File: src/rtl/axis_vid_pkg.sv
// Shared constants for the AXI4-Stream to parallel video output path:
// default 720p timing, lock-FSM state encoding and a counter width helper.
package axis_vid_pkg;

  localparam int unsigned DefHActive = 1280;
  localparam int unsigned DefHFp     = 110;
  localparam int unsigned DefHSync   = 40;
  localparam int unsigned DefHBp     = 220;
  localparam int unsigned DefVActive = 720;
  localparam int unsigned DefVFp     = 5;
  localparam int unsigned DefVSync   = 5;
  localparam int unsigned DefVBp     = 20;

  typedef logic [1:0] vid_state_e;
  localparam vid_state_e StSearch = 2'd0;
  localparam vid_state_e StWait   = 2'd1;
  localparam vid_state_e StLocked = 2'd2;

  // Bits needed to count 0..value-1 (at least 1).
  function automatic int unsigned clog2(input int unsigned value);
    int unsigned width;
    width = 1;
    while ((32'd1 << width) < value) begin
      width = width + 1;
    end
    return width;
  endfunction

endpackage

File: src/rtl/vid_timing_gen.sv
// Free-running raster counters producing active, raw syncs (active-high),
// the end-of-active-line marker and the frame-start strobe.
module vid_timing_gen
  import axis_vid_pkg::*;
#(
  parameter int unsigned H_ACTIVE = DefHActive,
  parameter int unsigned H_FP     = DefHFp,
  parameter int unsigned H_SYNC   = DefHSync,
  parameter int unsigned H_BP     = DefHBp,
  parameter int unsigned V_ACTIVE = DefVActive,
  parameter int unsigned V_FP     = DefVFp,
  parameter int unsigned V_SYNC   = DefVSync,
  parameter int unsigned V_BP     = DefVBp
) (
  input  logic clk,
  input  logic rst,
  output logic active,
  output logic hsync,
  output logic vsync,
  output logic line_end,
  output logic frame_start
);

  localparam int unsigned HTotal = H_ACTIVE + H_FP + H_SYNC + H_BP;
  localparam int unsigned VTotal = V_ACTIVE + V_FP + V_SYNC + V_BP;
  localparam int unsigned HW     = clog2(HTotal);
  localparam int unsigned VW     = clog2(VTotal);

  logic [HW-1:0] h_cnt_q, h_cnt_d;
  logic [VW-1:0] v_cnt_q, v_cnt_d;

  always_comb begin
    h_cnt_d = h_cnt_q + HW'(1);
    v_cnt_d = v_cnt_q;
    if (h_cnt_q == HW'(HTotal - 1)) begin
      h_cnt_d = '0;
      v_cnt_d = (v_cnt_q == VW'(VTotal - 1)) ? '0 : v_cnt_q + VW'(1);
    end
  end

  always_ff @(posedge clk) begin
    if (rst) begin
      h_cnt_q <= '0;
      v_cnt_q <= '0;
    end else begin
      h_cnt_q <= h_cnt_d;
      v_cnt_q <= v_cnt_d;
    end
  end

  // vsync derives from v_cnt only, so it naturally toggles at h_cnt == 0.
  assign active      = (h_cnt_q < HW'(H_ACTIVE)) && (v_cnt_q < VW'(V_ACTIVE));
  assign hsync       = (h_cnt_q >= HW'(H_ACTIVE + H_FP)) &&
                       (h_cnt_q <  HW'(H_ACTIVE + H_FP + H_SYNC));
  assign vsync       = (v_cnt_q >= VW'(V_ACTIVE + V_FP)) &&
                       (v_cnt_q <  VW'(V_ACTIVE + V_FP + V_SYNC));
  assign line_end    = (h_cnt_q == HW'(H_ACTIVE - 1));
  assign frame_start = (h_cnt_q == '0) && (v_cnt_q == '0);

endmodule

File: src/rtl/axis_vid_out.sv
// AXI4-Stream video (tuser = SOF, tlast = EOL) to parallel video for rgb2dvi.
// Locks the stream to the local raster and falls back to SEARCH on any fault.
module axis_vid_out
  import axis_vid_pkg::*;
#(
  parameter int unsigned H_ACTIVE = DefHActive,
  parameter int unsigned H_FP     = DefHFp,
  parameter int unsigned H_SYNC   = DefHSync,
  parameter int unsigned H_BP     = DefHBp,
  parameter int unsigned V_ACTIVE = DefVActive,
  parameter int unsigned V_FP     = DefVFp,
  parameter int unsigned V_SYNC   = DefVSync,
  parameter int unsigned V_BP     = DefVBp,
  parameter logic        HS_POL   = 1'b1,
  parameter logic        VS_POL   = 1'b1
) (
  input  logic        clk,
  input  logic        rst,
  input  logic [31:0] s_axis_video_tdata,
  input  logic        s_axis_video_tvalid,
  output logic        s_axis_video_tready,
  input  logic        s_axis_video_tuser,
  input  logic        s_axis_video_tlast,
  output logic [23:0] vid_data,
  output logic        vid_active,
  output logic        vid_hsync,
  output logic        vid_vsync,
  output logic        locked,
  output logic        underflow,
  output logic        sync_err
);

  logic tg_active, tg_hsync, tg_vsync, line_end, frame_start;

  vid_timing_gen #(
    .H_ACTIVE (H_ACTIVE),
    .H_FP     (H_FP),
    .H_SYNC   (H_SYNC),
    .H_BP     (H_BP),
    .V_ACTIVE (V_ACTIVE),
    .V_FP     (V_FP),
    .V_SYNC   (V_SYNC),
    .V_BP     (V_BP)
  ) u_timing (
    .clk         (clk),
    .rst         (rst),
    .active      (tg_active),
    .hsync       (tg_hsync),
    .vsync       (tg_vsync),
    .line_end    (line_end),
    .frame_start (frame_start)
  );

  logic unused_tdata_hi;
  assign unused_tdata_hi = ^s_axis_video_tdata[31:24];

  vid_state_e  state_q, state_d;
  logic        take_pixel;
  logic [23:0] vid_data_q, vid_data_d;
  logic        vid_active_q, vid_hsync_q, vid_vsync_q;
  logic        underflow_q, underflow_d, sync_err_q, sync_err_d;

  // Only SEARCH looks at tvalid/tuser, so the SOF beat is never swallowed there.
  always_comb begin
    case (state_q)
      StSearch: s_axis_video_tready = !(s_axis_video_tvalid && s_axis_video_tuser);
      StWait:   s_axis_video_tready = frame_start;
      StLocked: s_axis_video_tready = tg_active;
      default:  s_axis_video_tready = 1'b0;
    endcase
  end

  always_comb begin
    state_d     = state_q;
    take_pixel  = 1'b0;
    underflow_d = 1'b0;
    sync_err_d  = 1'b0;
    case (state_q)
      StSearch: begin
        if (s_axis_video_tvalid && s_axis_video_tuser) state_d = StWait;
      end
      StWait: begin
        // A held SOF that vanished by (0,0) gives nothing to lock to; start over.
        if (frame_start) begin
          if (s_axis_video_tvalid && s_axis_video_tuser) begin
            state_d    = StLocked;
            take_pixel = 1'b1;
          end else begin
            state_d = StSearch;
          end
        end
      end
      StLocked: begin
        if (tg_active) begin
          if (!s_axis_video_tvalid) begin
            underflow_d = 1'b1;
            state_d     = StSearch;
          end else if ((s_axis_video_tuser && !frame_start) ||
                       (s_axis_video_tlast != line_end)) begin
            sync_err_d = 1'b1;
            state_d    = StSearch;
          end else begin
            take_pixel = 1'b1;
          end
        end
      end
      default: state_d = StSearch;
    endcase
  end

  assign vid_data_d = take_pixel ? s_axis_video_tdata[23:0] : 24'h0;

  always_ff @(posedge clk) begin
    if (rst) begin
      state_q      <= StSearch;
      vid_data_q   <= 24'h0;
      vid_active_q <= 1'b0;
      vid_hsync_q  <= ~HS_POL;
      vid_vsync_q  <= ~VS_POL;
      underflow_q  <= 1'b0;
      sync_err_q   <= 1'b0;
    end else begin
      state_q      <= state_d;
      vid_data_q   <= vid_data_d;
      vid_active_q <= tg_active;
      vid_hsync_q  <= tg_hsync ? HS_POL : ~HS_POL;
      vid_vsync_q  <= tg_vsync ? VS_POL : ~VS_POL;
      underflow_q  <= underflow_d;
      sync_err_q   <= sync_err_d;
    end
  end

  assign vid_data   = vid_data_q;
  assign vid_active = vid_active_q;
  assign vid_hsync  = vid_hsync_q;
  assign vid_vsync  = vid_vsync_q;
  assign locked     = (state_q == StLocked);
  assign underflow  = underflow_q;
  assign sync_err   = sync_err_q;

endmodule
File: config.mk
export PLATFORM = sky130hd
export DESIGN_NAME = axis_vid_out
export DESIGN_NICKNAME = d
export VERILOG_FILES = /design/src/rtl/axis_vid_pkg.sv /design/src/rtl/vid_timing_gen.sv /design/src/rtl/axis_vid_out.sv
export SDC_FILE = /design/constraint.sdc
export NUM_CORES = 1
export LEC_CHECK = 0
export ABC_CLOCK_PERIOD_IN_PS = 2290
export CAP_MARGIN = 10
export CORE_ASPECT_RATIO = 0.8
export CORE_MARGIN = 3
export CORE_UTILIZATION = 41
export CTS_CLUSTER_SIZE = 14
export DETAILED_ROUTE_END_ITERATION = 10
export PLACE_DENSITY_LB_ADDON = 0.2
export SLEW_MARGIN = 10
export SYNTH_ARGS = -nofsm -noshare
export SYNTH_HDL_FRONTEND = slang
export SYNTH_SLANG_ARGS = --single-unit
File: constraint.sdc
create_clock -name clk -period 2.29 [get_ports clk]
set_clock_uncertainty 0.2 [all_clocks]
set_input_delay 0.3435 -clock clk [delete_from_list [all_inputs] [get_ports clk]]
set_output_delay 0.3435 -clock clk [all_outputs]
set_load 0.005 [all_outputs]
---- Word level (Yosys, flattened, before mapping) ----
Cells that the tools add are included.
word-level totals
  register bits ........................... 52
  output and inout port bits .............. 31
  word-level logic and storage cells ...... 67
operators by class
  $add $sub $neg .......................... 2
  order comparisons ....................... 6
  equality and inequality tests ........... 10
  mux-type cells .......................... 19
  bitwise gates (word level) .............. 4
  reduce and logical (&&, ||, !) cells .... 17
operators by type and width
  kind                                                       number
  equality test 11 bit, second input constant                2
  less-than comparator 11 bit, second input constant         2
  less-than comparator 10 bit, second input constant         2
  2-to-1 mux 2 bit                                           6
  adder 11 x 1 -> 11 bit, second input constant              1
  greater-or-equal comparator 11 bit, second input constant  1
  zero test 11 bit                                           1
  adder 10 x 1 -> 10 bit, second input constant              1
  equality test 10 bit, second input constant                1
  greater-or-equal comparator 10 bit, second input constant  1
  zero test 10 bit                                           1
  2-to-1 mux 10 bit                                          1
  2-to-1 mux 1 bit                                           9
  logical AND 1 bit                                          6
  one-hot mux 2 bit (3 select lines)                         1
  != test 2 bit, second input constant                       2
  inverter 1 bit                                             4
  AND reduction 4 bit                                        1
  OR reduction 2 bit                                         2
  OR reduction 4 bit                                         1
  != test 3 x 2 -> 1 bit, second input constant              1
  one-hot mux 1 bit (3 select lines)                         1
  OR reduction 3 bit                                         1
  equality test 2 x 1 -> 1 bit, second input constant        1
  other kinds (7)                                            8

---- Depth between registers and ports, before layout ----
  depth in word-level cells ............... 11
  gate-level depth with buffers ........... 8
  gate-level depth less buffers ........... 8

---- Modules after synthesis ----
From an unflattened synthesis, not the netlist that was laid out.
second synthesis, totals
  cells, all modules ...................... 244
  area, all modules ....................... 2347.3 µm²
by module, submodules not included
  module          instances  cells an instance  area each (µm²)
  vid_timing_gen  1          152                1311.3
  axis_vid_out    1          92                 1036.0

---- Worst setup path after synthesis ----
Ideal clock, no wire load.
  kind .................................... flip-flop to flip-flop
  start ................................... register u_timing.h_cnt_q[2]
  end ..................................... register state_q[1]
  library setup time ...................... 70 ps
  arrival ................................. 1903 ps
  required time ........................... 2020 ps
  path slack .............................. 117 ps
  stages on the path, launching flop included .. 6
  path buffers ............................ 0
  period minus slack after synthesis ...... 2173 ps
  cell sequence ........................... dfxtp_1 > or3_4 > or3_4 > a221o_1 > or3_1 > a21oi_1
between the ends
  longest elaborated chain between the ends .. 7
ends and longest elaborated chain
  element                                                              line                  RTL
  start: declaration                                                   vid_timing_gen.sv:29  logic [HW-1:0] h_cnt_q, h_cnt_d;
  start signal: assignment                                             vid_timing_gen.sv:46  h_cnt_q <= h_cnt_d;
  branches (longest 6 deep; another with less-than comparator 11 bit)  --
  AND reduction 4 bit (no line) (*)                                    --
  end signal: assignment                                               axis_vid_out.sv:115   state_q <= StSearch;
  end signal: assignment                                               axis_vid_out.sv:123   state_q <= state_d;
  end: declaration                                                     axis_vid_out.sv:57    vid_state_e state_q, state_d;
Every way passes the cells marked *.
A chain may end at the register's enable or synchronous reset.

---- Worst setup path in the final report ----
  start ................................... register u_timing.h_cnt_q[4]
  end ..................................... register state_q[0]
The elaborated chain is that of the path after synthesis.

==> run_summary.xml <==
<?xml version="1.0" encoding="UTF-8"?>
<metrics>
  <group name="finish">
    <metric name="insertedDiodeCount" unit="">0</metric>
    <metric name="highest_count_cells_in_the_layout_ignoring_fill_and_taps" unit="">58 x sky130_fd_sc_hd__clkdlybuf4s50_1, 50 x sky130_fd_sc_hd__dfxtp_1, 34 x sky130_fd_sc_hd__buf_4, 33 x sky130_fd_sc_hd__nor2_1, 28 x sky130_fd_sc_hd__and2_1</metric>
    <metric name="layout.cells.most_common" unit="">sky130_fd_sc_hd__clkdlybuf4s50_1</metric>
    <metric name="num-nets-final" unit="">371</metric>
    <metric name="area_delta_synth_final" unit="%">48.4</metric>
    <metric name="final_cell_count_no_fill" unit="">383</metric>
    <metric name="drive_above_1_share" unit="%">16.4</metric>
  </group>
  <group name="sta">
    <metric name="setup_repair_after_global_routing_missed_its_margin" unit="">true</metric>
    <metric name="max_clock_freq" unit="GHz">0.433</metric>
    <metric name="report.final.hold_viol_count" unit="">0</metric>
    <metric name="period_share" unit="%">101</metric>
    <metric name="worst_margin_slew" unit="ns">0.422</metric>
    <metric name="final_critical_path_setup_slack" unit="ns">-0.0207</metric>
    <metric name="slew_margin_rel" unit="%">71.1</metric>
    <metric name="holdWs" unit="ns">0.294</metric>
    <metric name="timing.final.setup_violations" unit="">2</metric>
    <metric name="final-max-slew-violation-count" unit="">0</metric>
    <metric name="final.min_clock_period" unit="ns">2.31</metric>
  </group>
  <group name="die">
    <metric name="fp.dieH" unit="um">70.5</metric>
    <metric name="ios" unit="">68</metric>
    <metric name="row_count" unit="">22</metric>
    <metric name="die_x" unit="um">86.6</metric>
    <metric name="design.die.area" unit="um2">6110</metric>
    <metric name="core_area" unit="um2">4790</metric>
    <metric name="start_util" unit="%">44.5</metric>
  </group>
  <group name="placed_design">
    <metric name="post_detailed_placement_half_perimeter_wirelength" unit="mm">3.65</metric>
    <metric name="pre_cts_ws" unit="ns">-0.0656</metric>
    <metric name="buffer_ports.inserted" unit="">59</metric>
    <metric name="place_congestion" unit="">0.830</metric>
    <metric name="placed_cells_incl_taps" unit="">374</metric>
  </group>
  <group name="power_and_ir_drop">
    <metric name="total_power" unit="W">0.00173</metric>
    <metric name="share_seq_of_total_power" unit="%">53.6</metric>
    <metric name="pwr-share-clk" unit="%">35.6</metric>
    <metric name="combinationalPowerShare" unit="%">10.8</metric>
    <metric name="p_sw" unit="W">0.000371</metric>
    <metric name="cellInternalPower" unit="W">0.00135</metric>
    <metric name="swShare" unit="%">21.5</metric>
    <metric name="power_density" unit="nW/um2">546</metric>
    <metric name="leakage" unit="nW">1.29</metric>
    <metric name="peakVddDrop" unit="V">0.000323</metric>
  </group>
  <group name="clock_network">
    <metric name="cts_tree" unit="">built</metric>
    <metric name="clk_pin_slew" unit="ns">0.09</metric>
    <metric name="clkSinkCount" unit="">52</metric>
    <metric name="clockBufferDepth" unit="">2</metric>
    <metric name="ctsRootBufferMaster" unit="">sky130_fd_sc_hd__clkbuf_8</metric>
    <metric name="clk-insertion-delay-late" unit="ns">0.30</metric>
    <metric name="numCtsBuffers" unit="">5</metric>
    <metric name="clock_tree.htree_level_count" unit="">2</metric>
  </group>
  <group name="yosys">
    <metric name="share_of_synthesized_area_occupied_by_flip_flops_and_latches" unit="%">48.8</metric>
    <metric name="synthFlopType" unit="">sky130_fd_sc_hd__dfxtp_1</metric>
    <metric name="syn_nets" unit="">276</metric>
    <metric name="avgSynthCellArea" unit="um2">9.39</metric>
    <metric name="ys_seq_elements" unit="">52</metric>
    <metric name="synthCells" unit="">227</metric>
    <metric name="ys_warns" unit="">0</metric>
    <metric name="synth.distinct_cells" unit="">36</metric>
    <metric name="ys_async_sr_fraction" unit="%">0</metric>
    <metric name="synth_enable_flop_cells" unit="">0</metric>
    <metric name="syn_area" unit="um2">2130</metric>
  </group>
  <group name="status">
    <metric name="failing_checks" unit="">setup timing</metric>
    <metric name="status" unit="">finished, violations left</metric>
  </group>
  <group name="setup_path">
    <metric name="data_arrival_at_the_endpoint_of_the_critical_path" unit="ns">2.35</metric>
    <metric name="cp_data_required_time" unit="ns">2.33</metric>
    <metric name="end_kind" unit="">flip-flop</metric>
    <metric name="crit_type" unit="">flip-flop to flip-flop</metric>
    <metric name="r2r_end" unit="">state_q[0]</metric>
    <metric name="reg2regPathDepth" unit="">7</metric>
    <metric name="reg2reg_slack" unit="ns">-0.02</metric>
    <metric name="path_max_fanout" unit="">4</metric>
    <metric name="launch_instance_of_the_worst_register_to_register_path" unit="">u_timing.h_cnt_q[4]</metric>
    <metric name="crit_path_start" unit="">u_timing.h_cnt_q[4]</metric>
    <metric name="cp-start-kind" unit="">flip-flop</metric>
  </group>
  <group name="global_route">
    <metric name="grt_first_pass_wirelength" unit="mm">8.18</metric>
    <metric name="grt.total_usage" unit="%">16.9</metric>
    <metric name="globalRoute.totalOverflow" unit="">0</metric>
    <metric name="first_global_vias" unit="">1708</metric>
    <metric name="grt_start_max_net_pins" unit="">25</metric>
    <metric name="grt_antenna_before_repair" unit="">0</metric>
  </group>
  <group name="detailed_routing">
    <metric name="ant_nets" unit="">0</metric>
    <metric name="met2WireLength" unit="mm">2.26</metric>
    <metric name="vias_per_cell" unit="">4.81</metric>
    <metric name="routed.top_layer" unit="">met4</metric>
    <metric name="detail_route.first_pass.iterations" unit="">4</metric>
    <metric name="wl_met3" unit="um">296</metric>
    <metric name="routed-via-count" unit="">1841</metric>
    <metric name="routed_wl" unit="mm">4.90</metric>
    <metric name="avgRoutedWirePerCell" unit="um">12.8</metric>
    <metric name="number_of_violations_reported_at_the_end_of_detailed_routing_iteration_0" unit="">85</metric>
    <metric name="drc" unit="">0</metric>
    <metric name="met1Wirelength" unit="mm">2.29</metric>
  </group>
  <group name="hold_path">
    <metric name="worst_hold_path.endpoint" unit="">u_timing.h_cnt_q[0]</metric>
    <metric name="hold_crit_depth" unit="">1</metric>
    <metric name="worst_hold_startpoint" unit="">u_timing.h_cnt_q[0]</metric>
    <metric name="holdCritPathClass" unit="">flip-flop to flip-flop</metric>
  </group>
  <group name="job">
    <metric name="drv.max_cap_violation_count" unit="">0</metric>
  </group>
</metrics>
==> per-layer routing <==
layer  vias to the layer above  track usage, %
met1                       841            23.6
met3                         5            5.07
li1                        952               -
met4                         0            4.67
met2                        43            25.5
met5                         -               0
==> Yosys cell counts, types with 2 or more instances <==
cell	number	share of area, %
sky130_fd_sc_hd__ha_1	12	7.0
sky130_fd_sc_hd__o21ai_0	6	1.4
sky130_fd_sc_hd__nand3_1	8	1.9
sky130_fd_sc_hd__xnor2_1	6	2.5
sky130_fd_sc_hd__inv_1	7	1.2
sky130_fd_sc_hd__nand2_1	14	2.5
sky130_fd_sc_hd__clkbuf_1	5	0.88
sky130_fd_sc_hd__nand4b_1	2	0.82
sky130_fd_sc_hd__or3_4	2	1.1
sky130_fd_sc_hd__xor2_1	12	4.9
sky130_fd_sc_hd__dfxtp_1	52	49
sky130_fd_sc_hd__nand2b_1	2	0.59
sky130_fd_sc_hd__and2_1	28	8.2
sky130_fd_sc_hd__o211ai_1	2	0.70
sky130_fd_sc_hd__a31oi_1	2	0.59
sky130_fd_sc_hd__a21oi_1	4	0.94
sky130_fd_sc_hd__nor2_1	33	5.8
sky130_fd_sc_hd__nor4_1	3	0.88
sky130_fd_sc_hd__and4_1	3	1.2
sky130_fd_sc_hd__and3_1	3	0.88
sky130_fd_sc_hd__nand4_1	6	1.8
==> state kept, by name (all words and copies together) (netlist names) <==
signal / count
u_timing.h_cnt_q: 11
u_timing.v_cnt_q: 10
vid_active: 1
underflow: 1
vid_data: 24
vid_vsync: 1
vid_hsync: 1
sync_err: 1
state_q: 2
==> power by group through the flow <==
stage	Clock, W	Sequential, W	Combinational, W
after floorplan	0	0.000946	0.0000707
after global placement	0	0.000945	0.000176
after detailed placement	0	0.000946	0.000177
after CTS	0.000635	0.000925	0.000183
after global routing	0.000672	0.000927	0.000206
final	0.000615	0.000925	0.000186
==> worst max path at each step <==
stage / slack, ns / end / depth (start not counted)
2_1_floorplan: 0.12 / state_q[1] / 5
3_3_place_gp: -0.06 / vid_data[12] / 6
3_5_place_dp: -0.07 / s_axis_video_tready / 6
4_1_cts: -0.01 / state_q[0] / 6
5_1_grt: -0.10 / s_axis_video_tready / 7
6_report: -0.02 / state_q[0] / 7
==> through the flow <==
step | instance area (um2) | setup TNS, ns | util [%]
global placement | 3030 | -1.30 | 63.2
detailed placement | 3030 | -1.07 | 63.2
floorplan | 2130 | 0 | -
CTS | 3150 | -0.0152 | 65.8
finish | 3160 | -0.0292 | 66.0
global route | 3160 | -0.283 | 66.0
==> critical path, stage by stage, from the launching register on <==
cell and delay, ns:
sky130_fd_sc_hd__dfxtp_1 0.34, sky130_fd_sc_hd__nor4_2 0.29, sky130_fd_sc_hd__nand4_1 0.12, sky130_fd_sc_hd__or3_4 0.35, sky130_fd_sc_hd__buf_6 0.13, sky130_fd_sc_hd__a221o_1 0.33, sky130_fd_sc_hd__or3b_1 0.36, sky130_fd_sc_hd__a21oi_1 0.12
==> layout make-up <==
| type | instances | area [um2] |
|---|---|---|
| clock buffers | 6 | 72.6 |
| clock inverters | 2 | 35.0 |
| fillers | 403 | 1630 |
| inverters | 7 | 26.3 |
| multi-input cells | 162 | 1060 |
| flip-flops and latches | 52 | 1040 |
| well taps | 60 | 75.1 |
| repair buffers | 94 | 852 |
==> logic make-up (layout without fill, tap and decap cells) <==
logic type / count (synthesis) / after routing / share of synthesized area, %
AOI/OAI and AO/OA: 21 / 21 / 6.46
buffers and inverters: 13 / 109 / 2.35
xor gates and xnor gates: 18 / 18 / 7.39
and+or+nand+nor: 111 / 111 / 27.9
DFF: 52 / 52 / 48.8
adders and majority gates: 12 / 12 / 7.04
==> timing repair <==
item | CTS | global route
setup endpoints to repair | 27 | 27
setup buffers | 1 | 0
endpoints found under the hold margin | 0 | 0
pin swaps | 3 | 3
resized for setup | 9 | 4
hold buffers | 0 | 0
No activity file was read; power rests on OpenSTA's default activity.
